<file path="config.mk">
export PLATFORM = sky130hd
export DESIGN_NAME = decode_stage_flat
export DESIGN_NICKNAME = d
export VERILOG_FILES = /design/src/rtl/decode_if.sv /design/src/rtl/decode_stage.sv /design/src/flat_wrapper.sv
export SDC_FILE = /design/constraint.sdc
export NUM_CORES = 2
export LEC_CHECK = 0
export BUFFER_PORTS_ARGS = -buffer_cell sky130_fd_sc_hd__buf_2
export CAP_MARGIN = 40
export CORE_MARGIN = 10
export CORE_UTILIZATION = 38
export DETAILED_ROUTE_END_ITERATION = 16
export PLACE_DENSITY = 0.56
export SYNTH_ARGS = -nofsm -noshare
export SYNTH_HDL_FRONTEND = slang
export SYNTH_SLANG_ARGS = --single-unit
</file>
<file path="constraint.sdc">
create_clock -name i_clk -period 4.5 [get_ports i_clk]
set_input_delay 0.675 -clock i_clk [delete_from_list [all_inputs] [get_ports i_clk]]
set_output_delay 0.675 -clock i_clk [all_outputs]
set_load 0.01 [all_outputs]
</file>
<file path="src/rtl/decode_if.sv">
// Decode-stage signal bundle: fetch/hazard/forward/write-back inputs toward the
// decode stage, and redirect plus ID/EX pipeline outputs back out of it.
interface decode_if #(
  parameter int DATA_W = 32,
  parameter int REG_W  = 5
);
  logic              i_valid_D;
  logic [31:0]       i_instruction_D;
  logic [DATA_W-1:0] i_npc_D;
  logic              i_stall_HU;
  logic              i_flush_HU;
  logic [1:0]        i_forward_a_FU;
  logic [1:0]        i_forward_b_FU;
  logic [DATA_W-1:0] i_alu_result_M;
  logic              i_reg_write_W;
  logic [REG_W-1:0]  i_write_register_W;
  logic [DATA_W-1:0] i_write_data_W;
  logic              i_branch_MC;
  logic              i_branch_ne_MC;
  logic              i_jump_MC;
  logic              o_pc_src_D;
  logic [DATA_W-1:0] o_target_addr_D;
  logic              o_valid_E;
  logic [DATA_W-1:0] o_read_data_1_E;
  logic [DATA_W-1:0] o_read_data_2_E;
  logic [DATA_W-1:0] o_imm_ext_E;
  logic [4:0]        o_rs_E;
  logic [4:0]        o_rt_E;
  logic [4:0]        o_rd_E;
  logic [15:0]       o_taken_cnt;

  // Handshake: i_valid_D qualifies the decode slot; i_stall_HU acts as the
  // not-ready back-pressure, so an instruction is consumed only when
  // i_valid_D & ~i_stall_HU, and o_valid_E marks a loaded ID/EX entry.
  modport master (
    output i_valid_D, i_instruction_D, i_npc_D, i_stall_HU, i_flush_HU,
           i_forward_a_FU, i_forward_b_FU, i_alu_result_M, i_reg_write_W,
           i_write_register_W, i_write_data_W, i_branch_MC, i_branch_ne_MC,
           i_jump_MC,
    input  o_pc_src_D, o_target_addr_D, o_valid_E, o_read_data_1_E,
           o_read_data_2_E, o_imm_ext_E, o_rs_E, o_rt_E, o_rd_E, o_taken_cnt
  );

  modport slave (
    input  i_valid_D, i_instruction_D, i_npc_D, i_stall_HU, i_flush_HU,
           i_forward_a_FU, i_forward_b_FU, i_alu_result_M, i_reg_write_W,
           i_write_register_W, i_write_data_W, i_branch_MC, i_branch_ne_MC,
           i_jump_MC,
    output o_pc_src_D, o_target_addr_D, o_valid_E, o_read_data_1_E,
           o_read_data_2_E, o_imm_ext_E, o_rs_E, o_rt_E, o_rd_E, o_taken_cnt
  );
endinterface

</file>
<file path="src/rtl/decode_stage.sv">
// MIPS-style decode stage: register file with write-through bypass, operand
// forwarding, early branch/jump resolution, ID/EX register and redirect counter.
module decode_stage #(
  parameter int DATA_W = 32,
  parameter int REG_N  = 32,
  parameter int REG_W  = 5
) (
  input logic     i_clk,
  input logic     i_reset,
  decode_if.slave dif
);

  logic [DATA_W-1:0] rf [REG_N];
  logic [REG_W-1:0]  rs_a;
  logic [REG_W-1:0]  rt_a;
  logic [DATA_W-1:0] rf_a;
  logic [DATA_W-1:0] rf_b;
  logic [DATA_W-1:0] op_a;
  logic [DATA_W-1:0] op_b;
  logic [DATA_W-1:0] imm_ext;
  logic [DATA_W-1:0] br_tgt;
  logic [DATA_W-1:0] jmp_tgt;
  logic              eq;
  logic              active;
  logic              wr_en;
  logic              unused_opcode;

  assign rs_a          = dif.i_instruction_D[21 +: REG_W];
  assign rt_a          = dif.i_instruction_D[16 +: REG_W];
  assign wr_en         = dif.i_reg_write_W && (dif.i_write_register_W != '0);
  assign unused_opcode = ^dif.i_instruction_D[31:26];

  // Write-through bypass makes a same-cycle write visible to the reader.
  always_comb begin
    rf_a = rf[rs_a];
    rf_b = rf[rt_a];
    if (rs_a == '0)
      rf_a = '0;
    else if (wr_en && (dif.i_write_register_W == rs_a))
      rf_a = dif.i_write_data_W;
    if (rt_a == '0)
      rf_b = '0;
    else if (wr_en && (dif.i_write_register_W == rt_a))
      rf_b = dif.i_write_data_W;
  end

  always_comb begin
    op_a = rf_a;
    op_b = rf_b;
    case (dif.i_forward_a_FU)
      2'b01:   op_a = dif.i_alu_result_M;
      2'b10:   op_a = dif.i_write_data_W;
      default: op_a = rf_a;
    endcase
    case (dif.i_forward_b_FU)
      2'b01:   op_b = dif.i_alu_result_M;
      2'b10:   op_b = dif.i_write_data_W;
      default: op_b = rf_b;
    endcase
  end

  assign imm_ext = {{(DATA_W-16){dif.i_instruction_D[15]}}, dif.i_instruction_D[15:0]};
  assign br_tgt  = dif.i_npc_D + (imm_ext << 2);
  assign jmp_tgt = {dif.i_npc_D[DATA_W-1:28], dif.i_instruction_D[25:0], 2'b00};
  assign eq      = (op_a == op_b);
  assign active  = dif.i_valid_D && !dif.i_stall_HU;

  assign dif.o_pc_src_D      = active && (dif.i_jump_MC ||
                               (dif.i_branch_MC && (eq ^ dif.i_branch_ne_MC)));
  assign dif.o_target_addr_D = dif.i_jump_MC ? jmp_tgt : br_tgt;

  always_ff @(posedge i_clk or negedge i_reset) begin
    if (!i_reset) begin
      for (int i = 0; i < REG_N; i++) rf[i] <= '0;
    end else if (wr_en) begin
      rf[dif.i_write_register_W] <= dif.i_write_data_W;
    end
  end

  // Flush outranks stall so a squashed slot never lingers while frozen.
  always_ff @(posedge i_clk or negedge i_reset) begin
    if (!i_reset) begin
      dif.o_valid_E       <= 1'b0;
      dif.o_read_data_1_E <= '0;
      dif.o_read_data_2_E <= '0;
      dif.o_imm_ext_E     <= '0;
      dif.o_rs_E          <= '0;
      dif.o_rt_E          <= '0;
      dif.o_rd_E          <= '0;
    end else if (dif.i_flush_HU) begin
      dif.o_valid_E       <= 1'b0;
      dif.o_read_data_1_E <= '0;
      dif.o_read_data_2_E <= '0;
      dif.o_imm_ext_E     <= '0;
      dif.o_rs_E          <= '0;
      dif.o_rt_E          <= '0;
      dif.o_rd_E          <= '0;
    end else if (!dif.i_stall_HU) begin
      dif.o_valid_E       <= dif.i_valid_D;
      dif.o_read_data_1_E <= op_a;
      dif.o_read_data_2_E <= op_b;
      dif.o_imm_ext_E     <= imm_ext;
      dif.o_rs_E          <= dif.i_instruction_D[25:21];
      dif.o_rt_E          <= dif.i_instruction_D[20:16];
      dif.o_rd_E          <= dif.i_instruction_D[15:11];
    end
  end

  always_ff @(posedge i_clk or negedge i_reset) begin
    if (!i_reset)
      dif.o_taken_cnt <= '0;
    else if (dif.o_pc_src_D && (dif.o_taken_cnt != 16'hFFFF))
      dif.o_taken_cnt <= dif.o_taken_cnt + 16'd1;
  end

endmodule

</file>
<file path="src/flat_wrapper.sv">
// flat-port wrapper written by rule: the top's interface ports become plain ports
module decode_stage_flat 
#(
  parameter int DATA_W = 32,
  parameter int REG_N  = 32,
  parameter int REG_W  = 5
)
  (i_clk, i_reset, dif_i_valid_D, dif_i_instruction_D, dif_i_npc_D, dif_i_stall_HU, dif_i_flush_HU, dif_i_forward_a_FU, dif_i_forward_b_FU, dif_i_alu_result_M, dif_i_reg_write_W, dif_i_write_register_W, dif_i_write_data_W, dif_i_branch_MC, dif_i_branch_ne_MC, dif_i_jump_MC, dif_o_pc_src_D, dif_o_target_addr_D, dif_o_valid_E, dif_o_read_data_1_E, dif_o_read_data_2_E, dif_o_imm_ext_E, dif_o_rs_E, dif_o_rt_E, dif_o_rd_E, dif_o_taken_cnt);
  decode_if #(.DATA_W(DATA_W), .REG_W(REG_W)) dif_i ();
  input logic i_clk;
  input logic i_reset;
  input wire logic [$bits(dif_i.i_valid_D)-1:0] dif_i_valid_D;
  input wire logic [$bits(dif_i.i_instruction_D)-1:0] dif_i_instruction_D;
  input wire logic [$bits(dif_i.i_npc_D)-1:0] dif_i_npc_D;
  input wire logic [$bits(dif_i.i_stall_HU)-1:0] dif_i_stall_HU;
  input wire logic [$bits(dif_i.i_flush_HU)-1:0] dif_i_flush_HU;
  input wire logic [$bits(dif_i.i_forward_a_FU)-1:0] dif_i_forward_a_FU;
  input wire logic [$bits(dif_i.i_forward_b_FU)-1:0] dif_i_forward_b_FU;
  input wire logic [$bits(dif_i.i_alu_result_M)-1:0] dif_i_alu_result_M;
  input wire logic [$bits(dif_i.i_reg_write_W)-1:0] dif_i_reg_write_W;
  input wire logic [$bits(dif_i.i_write_register_W)-1:0] dif_i_write_register_W;
  input wire logic [$bits(dif_i.i_write_data_W)-1:0] dif_i_write_data_W;
  input wire logic [$bits(dif_i.i_branch_MC)-1:0] dif_i_branch_MC;
  input wire logic [$bits(dif_i.i_branch_ne_MC)-1:0] dif_i_branch_ne_MC;
  input wire logic [$bits(dif_i.i_jump_MC)-1:0] dif_i_jump_MC;
  output wire logic [$bits(dif_i.o_pc_src_D)-1:0] dif_o_pc_src_D;
  output wire logic [$bits(dif_i.o_target_addr_D)-1:0] dif_o_target_addr_D;
  output wire logic [$bits(dif_i.o_valid_E)-1:0] dif_o_valid_E;
  output wire logic [$bits(dif_i.o_read_data_1_E)-1:0] dif_o_read_data_1_E;
  output wire logic [$bits(dif_i.o_read_data_2_E)-1:0] dif_o_read_data_2_E;
  output wire logic [$bits(dif_i.o_imm_ext_E)-1:0] dif_o_imm_ext_E;
  output wire logic [$bits(dif_i.o_rs_E)-1:0] dif_o_rs_E;
  output wire logic [$bits(dif_i.o_rt_E)-1:0] dif_o_rt_E;
  output wire logic [$bits(dif_i.o_rd_E)-1:0] dif_o_rd_E;
  output wire logic [$bits(dif_i.o_taken_cnt)-1:0] dif_o_taken_cnt;
  assign dif_i.i_valid_D = dif_i_valid_D;
  assign dif_i.i_instruction_D = dif_i_instruction_D;
  assign dif_i.i_npc_D = dif_i_npc_D;
  assign dif_i.i_stall_HU = dif_i_stall_HU;
  assign dif_i.i_flush_HU = dif_i_flush_HU;
  assign dif_i.i_forward_a_FU = dif_i_forward_a_FU;
  assign dif_i.i_forward_b_FU = dif_i_forward_b_FU;
  assign dif_i.i_alu_result_M = dif_i_alu_result_M;
  assign dif_i.i_reg_write_W = dif_i_reg_write_W;
  assign dif_i.i_write_register_W = dif_i_write_register_W;
  assign dif_i.i_write_data_W = dif_i_write_data_W;
  assign dif_i.i_branch_MC = dif_i_branch_MC;
  assign dif_i.i_branch_ne_MC = dif_i_branch_ne_MC;
  assign dif_i.i_jump_MC = dif_i_jump_MC;
  assign dif_o_pc_src_D = dif_i.o_pc_src_D;
  assign dif_o_target_addr_D = dif_i.o_target_addr_D;
  assign dif_o_valid_E = dif_i.o_valid_E;
  assign dif_o_read_data_1_E = dif_i.o_read_data_1_E;
  assign dif_o_read_data_2_E = dif_i.o_read_data_2_E;
  assign dif_o_imm_ext_E = dif_i.o_imm_ext_E;
  assign dif_o_rs_E = dif_i.o_rs_E;
  assign dif_o_rt_E = dif_i.o_rt_E;
  assign dif_o_rd_E = dif_i.o_rd_E;
  assign dif_o_taken_cnt = dif_i.o_taken_cnt;
  decode_stage #(.DATA_W(DATA_W), .REG_N(REG_N), .REG_W(REG_W)) u_core (.i_clk(i_clk), .i_reset(i_reset), .dif(dif_i));
endmodule
</file>
==> impl_metrics.json <==
{
  "powerDensity_mw_per_mm2": 422.2,
  "hold_viol": 0,
  "clk_latency_ps": 790,
  "die_w_um": 427.0,
  "peakVddDrop_v": 0.0003757,
  "yosysWarningCount": 0,
  "fin_cells": 7559,
  "async_flop_share_pct": 100.0,
  "wirelength_mm": 244.8,
  "synth_nets": 4856,
  "seq_area_frac_synth_pct": 44.96,
  "ctsRootBufferMaster": "clkbuf_16",
  "die_y_um": 427.0,
  "reg2reg_slack_ps": 320,
  "place_ws_ps": -991.8,
  "placed_cell_area_mm2": 0.07094,
  "timing.fmax_mhz": 196.6,
  "rows": 149,
  "finalClockSkew_ps": 25.37,
  "antenna_found_initial": 15,
  "die_area_mm2": 0.1823,
  "crit_path_frequent_cell": "buf_4",
  "portBuffers": 300,
  "drt_iter0_drc": 5043,
  "nNetsFinal": 5441,
  "crit_path_start": "dif_i_instruction_D[24]",
  "ys_ff_latch": 1131,
  "slowest_delay_ps": 430,
  "drtPass1Iterations": 5,
  "clk_pin_slew_ps": 60,
  "cp.required_ps": 3830,
  "gp_congestion": 0.9317,
  "hold_class": "input pin to register",
  "crit_path_end": "dif_o_pc_src_D",
  "maxCapViolCount": 0,
  "coreArea_mm2": 0.1648,
  "htreeDepth": 4,
  "viasPerCell": 6.136,
  "p_leak_nw": 34.19,
  "hold_depth": 3,
  "cp.arrival_ps": 4410,
  "path_cells": "buf_2 > buf_4 > nand2b_1 > buf_4 > a2111oi_0 > nor3_1 > o21ai_0 > xnor2_1 > or3_1 > nor4_2 > buf_4 > a21boi_2 > nor3_4 > buf_6 > inv_4 > buf_6",
  "r2r_end": "u_core.dif.o_taken_cnt[14]",
  "syn-cell-area_mm2": 0.06295,
  "drc": 0,
  "dp.final_hpwl_mm": 169.3,
  "grt.total_usage_pct": 26.39,
  "clock_sinks": 1131,
  "fin_crit_ps": 5086,
  "syn_to_final_growth_pct": 20.86,
  "drive_gt1_share_pct": 50.61,
  "stdcell_area_mm2": 0.07608,
  "num_vias": 46383,
  "numCtsBuffers": 134,
  "grt.overflow.total": 0,
  "finalCritPeriodShare_pct": 113.0,
  "worstSetupPathType": "input pin to output pin",
  "synth_edf_count": 0,
  "initial_core_util_pct": 38.20,
  "fin_ws_ps": -586.2,
  "post_drt_wl_per_cell_um": 32.38,
  "rsz0062_at_grt": "true",
  "grt_max_degree": 128,
  "synth_area_per_cell_um2": 13.46,
  "fillers": 14821,
  "grt_pass1_vias": 47292,
  "cpMaxStageDelayCell": "o21ai_0",
  "worstMarginPinSlew_ps": 884.9,
  "status": "finished with violations",
  "reg2reg_depth": 17,
  "rr_startpoint": "u_core.rf[651]",
  "io_pins": 307,
  "slew_viol_final": 0,
  "ant_nets": 0,
  "place_inst": 7290,
  "netlist_instances": 4675,
  "cts_tree": "done",
  "grt_pass1_wl_mm": 350.3,
  "setup_viol": 1,
  "worstPathMaxFanout": 7,
  "clk_path_buf_depth": 3,
  "crit_path_end_kind": "output pin",
  "ys.flop_type": "dfrtp_1",
  "ys_types": 87,
  "violations": "setup timing",
  "fin_setup_tns_ps": -586.2,
  "relSlewSlack_pct": 41.01,
  "startpoint_type": "input pin"
}
==> stage by stage <==
| step | utilization (%) | power (W) | hold WS [ps] |
|---|---|---|---|
| after floorplan | - | 0.01779 | 379.4 |
| after global placement | 42.96 | 0.02049 | 376.3 |
| after detailed placement | 43.05 | 0.02071 | 382.0 |
| after CTS | 46.08 | 0.03213 | 138.1 |
| after global routing | 46.17 | 0.03338 | 177.0 |
| final | 46.17 | 0.03212 | 179.2 |
==> cell type report <==
class | instances | area [um^2] | area share (%)
multi-input combinational | 3017 | 32650 | 42.91
sequential | 1131 | 28300 | 37.20
timing repair buffer | 947 | 7737 | 10.17
clock buffer | 192 | 3936 | 5.174
tap | 2189 | 2739 | 3.600
clock inverter | 49 | 593.1 | 0.7795
inverter | 29 | 111.4 | 0.1464
antenna | 5 | 12.51 | 0.01645
==> per-layer routing <==
metal  track usage, %  wire, um  up-vias
li1                 -         -    19002
met1            34.80     99670    24675
met2            41.17    111500     2172
met3            5.783     20450      526
met4            12.80     13070        8
met5                0        61        -
==> registers in the layout, summed over array words and instances (netlist names) <==
signal	flops
u_core.dif.o_rt_E	5
u_core.dif.o_imm_ext_E	12
u_core.dif.o_valid_E	1
u_core.dif.o_read_data_1_E	32
u_core.dif.o_taken_cnt	16
u_core.rf	1024
u_core.dif.o_read_data_2_E	32
u_core.dif.o_rs_E	5
u_core.dif.o_rd_E	4
==> placed cells by master (no fill, tap or decap), types with 16 or more instances in the layout <==
cell / n
clkinv_2: 24
mux4_1: 19
mux2_2: 1027
a21o_1: 16
a31oi_1: 17
buf_12: 91
buf_4: 545
nor2b_1: 26
nand3_1: 32
nor2_1: 196
inv_1: 25
nand4_1: 25
mux4_2: 404
xnor2_1: 31
dfrtp_1: 1131
clkbuf_8: 28
buf_2: 290
clkbuf_16: 138
nor3_1: 32
nand2_1: 171
ha_1: 32
o22ai_1: 51
mux2i_1: 277
xor2_1: 40
a22oi_1: 139
a21oi_1: 74
clkbuf_1: 26
o21ai_0: 56
a221o_1: 17
==> critical path: cells and delay by family <==
kind / cells / cell delay, ps
xor gates and xnor gates: 1 / 140
and+or+nand+nor: 5 / 1320
AOI/OAI and AO/OA: 3 / 870
buffers and inverters: 7 / 1370
==> synth_stat cells, drive strengths merged (8+ instances only) <==
master | number | area (um^2)
mux2 | 1029 | 11590
xor2 | 43 | 376.6
o221ai | 12 | 105.1
nand2 | 182 | 683.2
or3 | 8 | 50.05
xnor2 | 32 | 280.3
o21ai | 61 | 305.3
dfrtp | 1131 | 28300
clkbuf | 270 | 1013
a221oi | 21 | 202.7
nor2b | 31 | 193.9
a22o | 14 | 122.6
nor2 | 210 | 788.3
and3 | 13 | 81.33
a21oi | 78 | 390.4
mux2i | 278 | 2783
nand2b | 11 | 68.82
a32o | 15 | 150.1
o31ai | 13 | 116.4
a22oi | 140 | 1051
nor4 | 23 | 156.4
nand4 | 26 | 168.9
nor3 | 40 | 210.2
inv | 28 | 105.1
mux4 | 423 | 9602
a31oi | 18 | 112.6
a221o | 18 | 180.2
a211oi | 11 | 82.58
ha | 34 | 425.4
o22ai | 54 | 337.8
nand3 | 35 | 175.2
a21o | 16 | 120.1
buf | 228 | 1505
==> logic make-up after synthesis <==
group / Yosys count / share of synthesized area (%)
multiplexers: 1730 / 38.09
XOR/XNOR: 75 / 1.044
AND/OR/NAND/NOR: 643 / 4.941
flip-flops: 1131 / 44.96
buffers and inverters: 527 / 4.174
AO/OA/AOI/OAI: 534 / 6.084
adder cells (fa/ha/maj): 35 / 0.7076
==> timing repair <==
item                                   4_1_cts  5_1_grt
endpoints found under the hold margin       36        0
pin swaps                                   17        9
gates resized for setup                     61       24
gates cloned                                 1        0
setup endpoints to repair                    6        6
setup buffers                               19        2
hold buffers                                 1        0
==> report_power, final <==
part | internal (W) | switching [W] | total, W
Clock | 0.00673 | 0.00460 | 0.0113
Combinational | 0.00406 | 0.00335 | 0.00741
Sequential | 0.0120 | 0.00137 | 0.0134
==> how the worst min path moves through the flow <==
stage	to	start
global route	u_core.dif.o_imm_ext_E[10]	dif_i_instruction_D[10]
finish	u_core.dif.o_rd_E[0]	dif_i_instruction_D[11]
CTS	u_core.dif.o_imm_ext_E[10]	dif_i_instruction_D[10]
global placement	u_core.rf[1012]	u_core.rf[1012]
floorplan	u_core.dif.o_imm_ext_E[0]	i_reset
detailed placement	u_core.rf[1008]	u_core.rf[1008]
No activity file was read; power rests on OpenSTA's default activity.
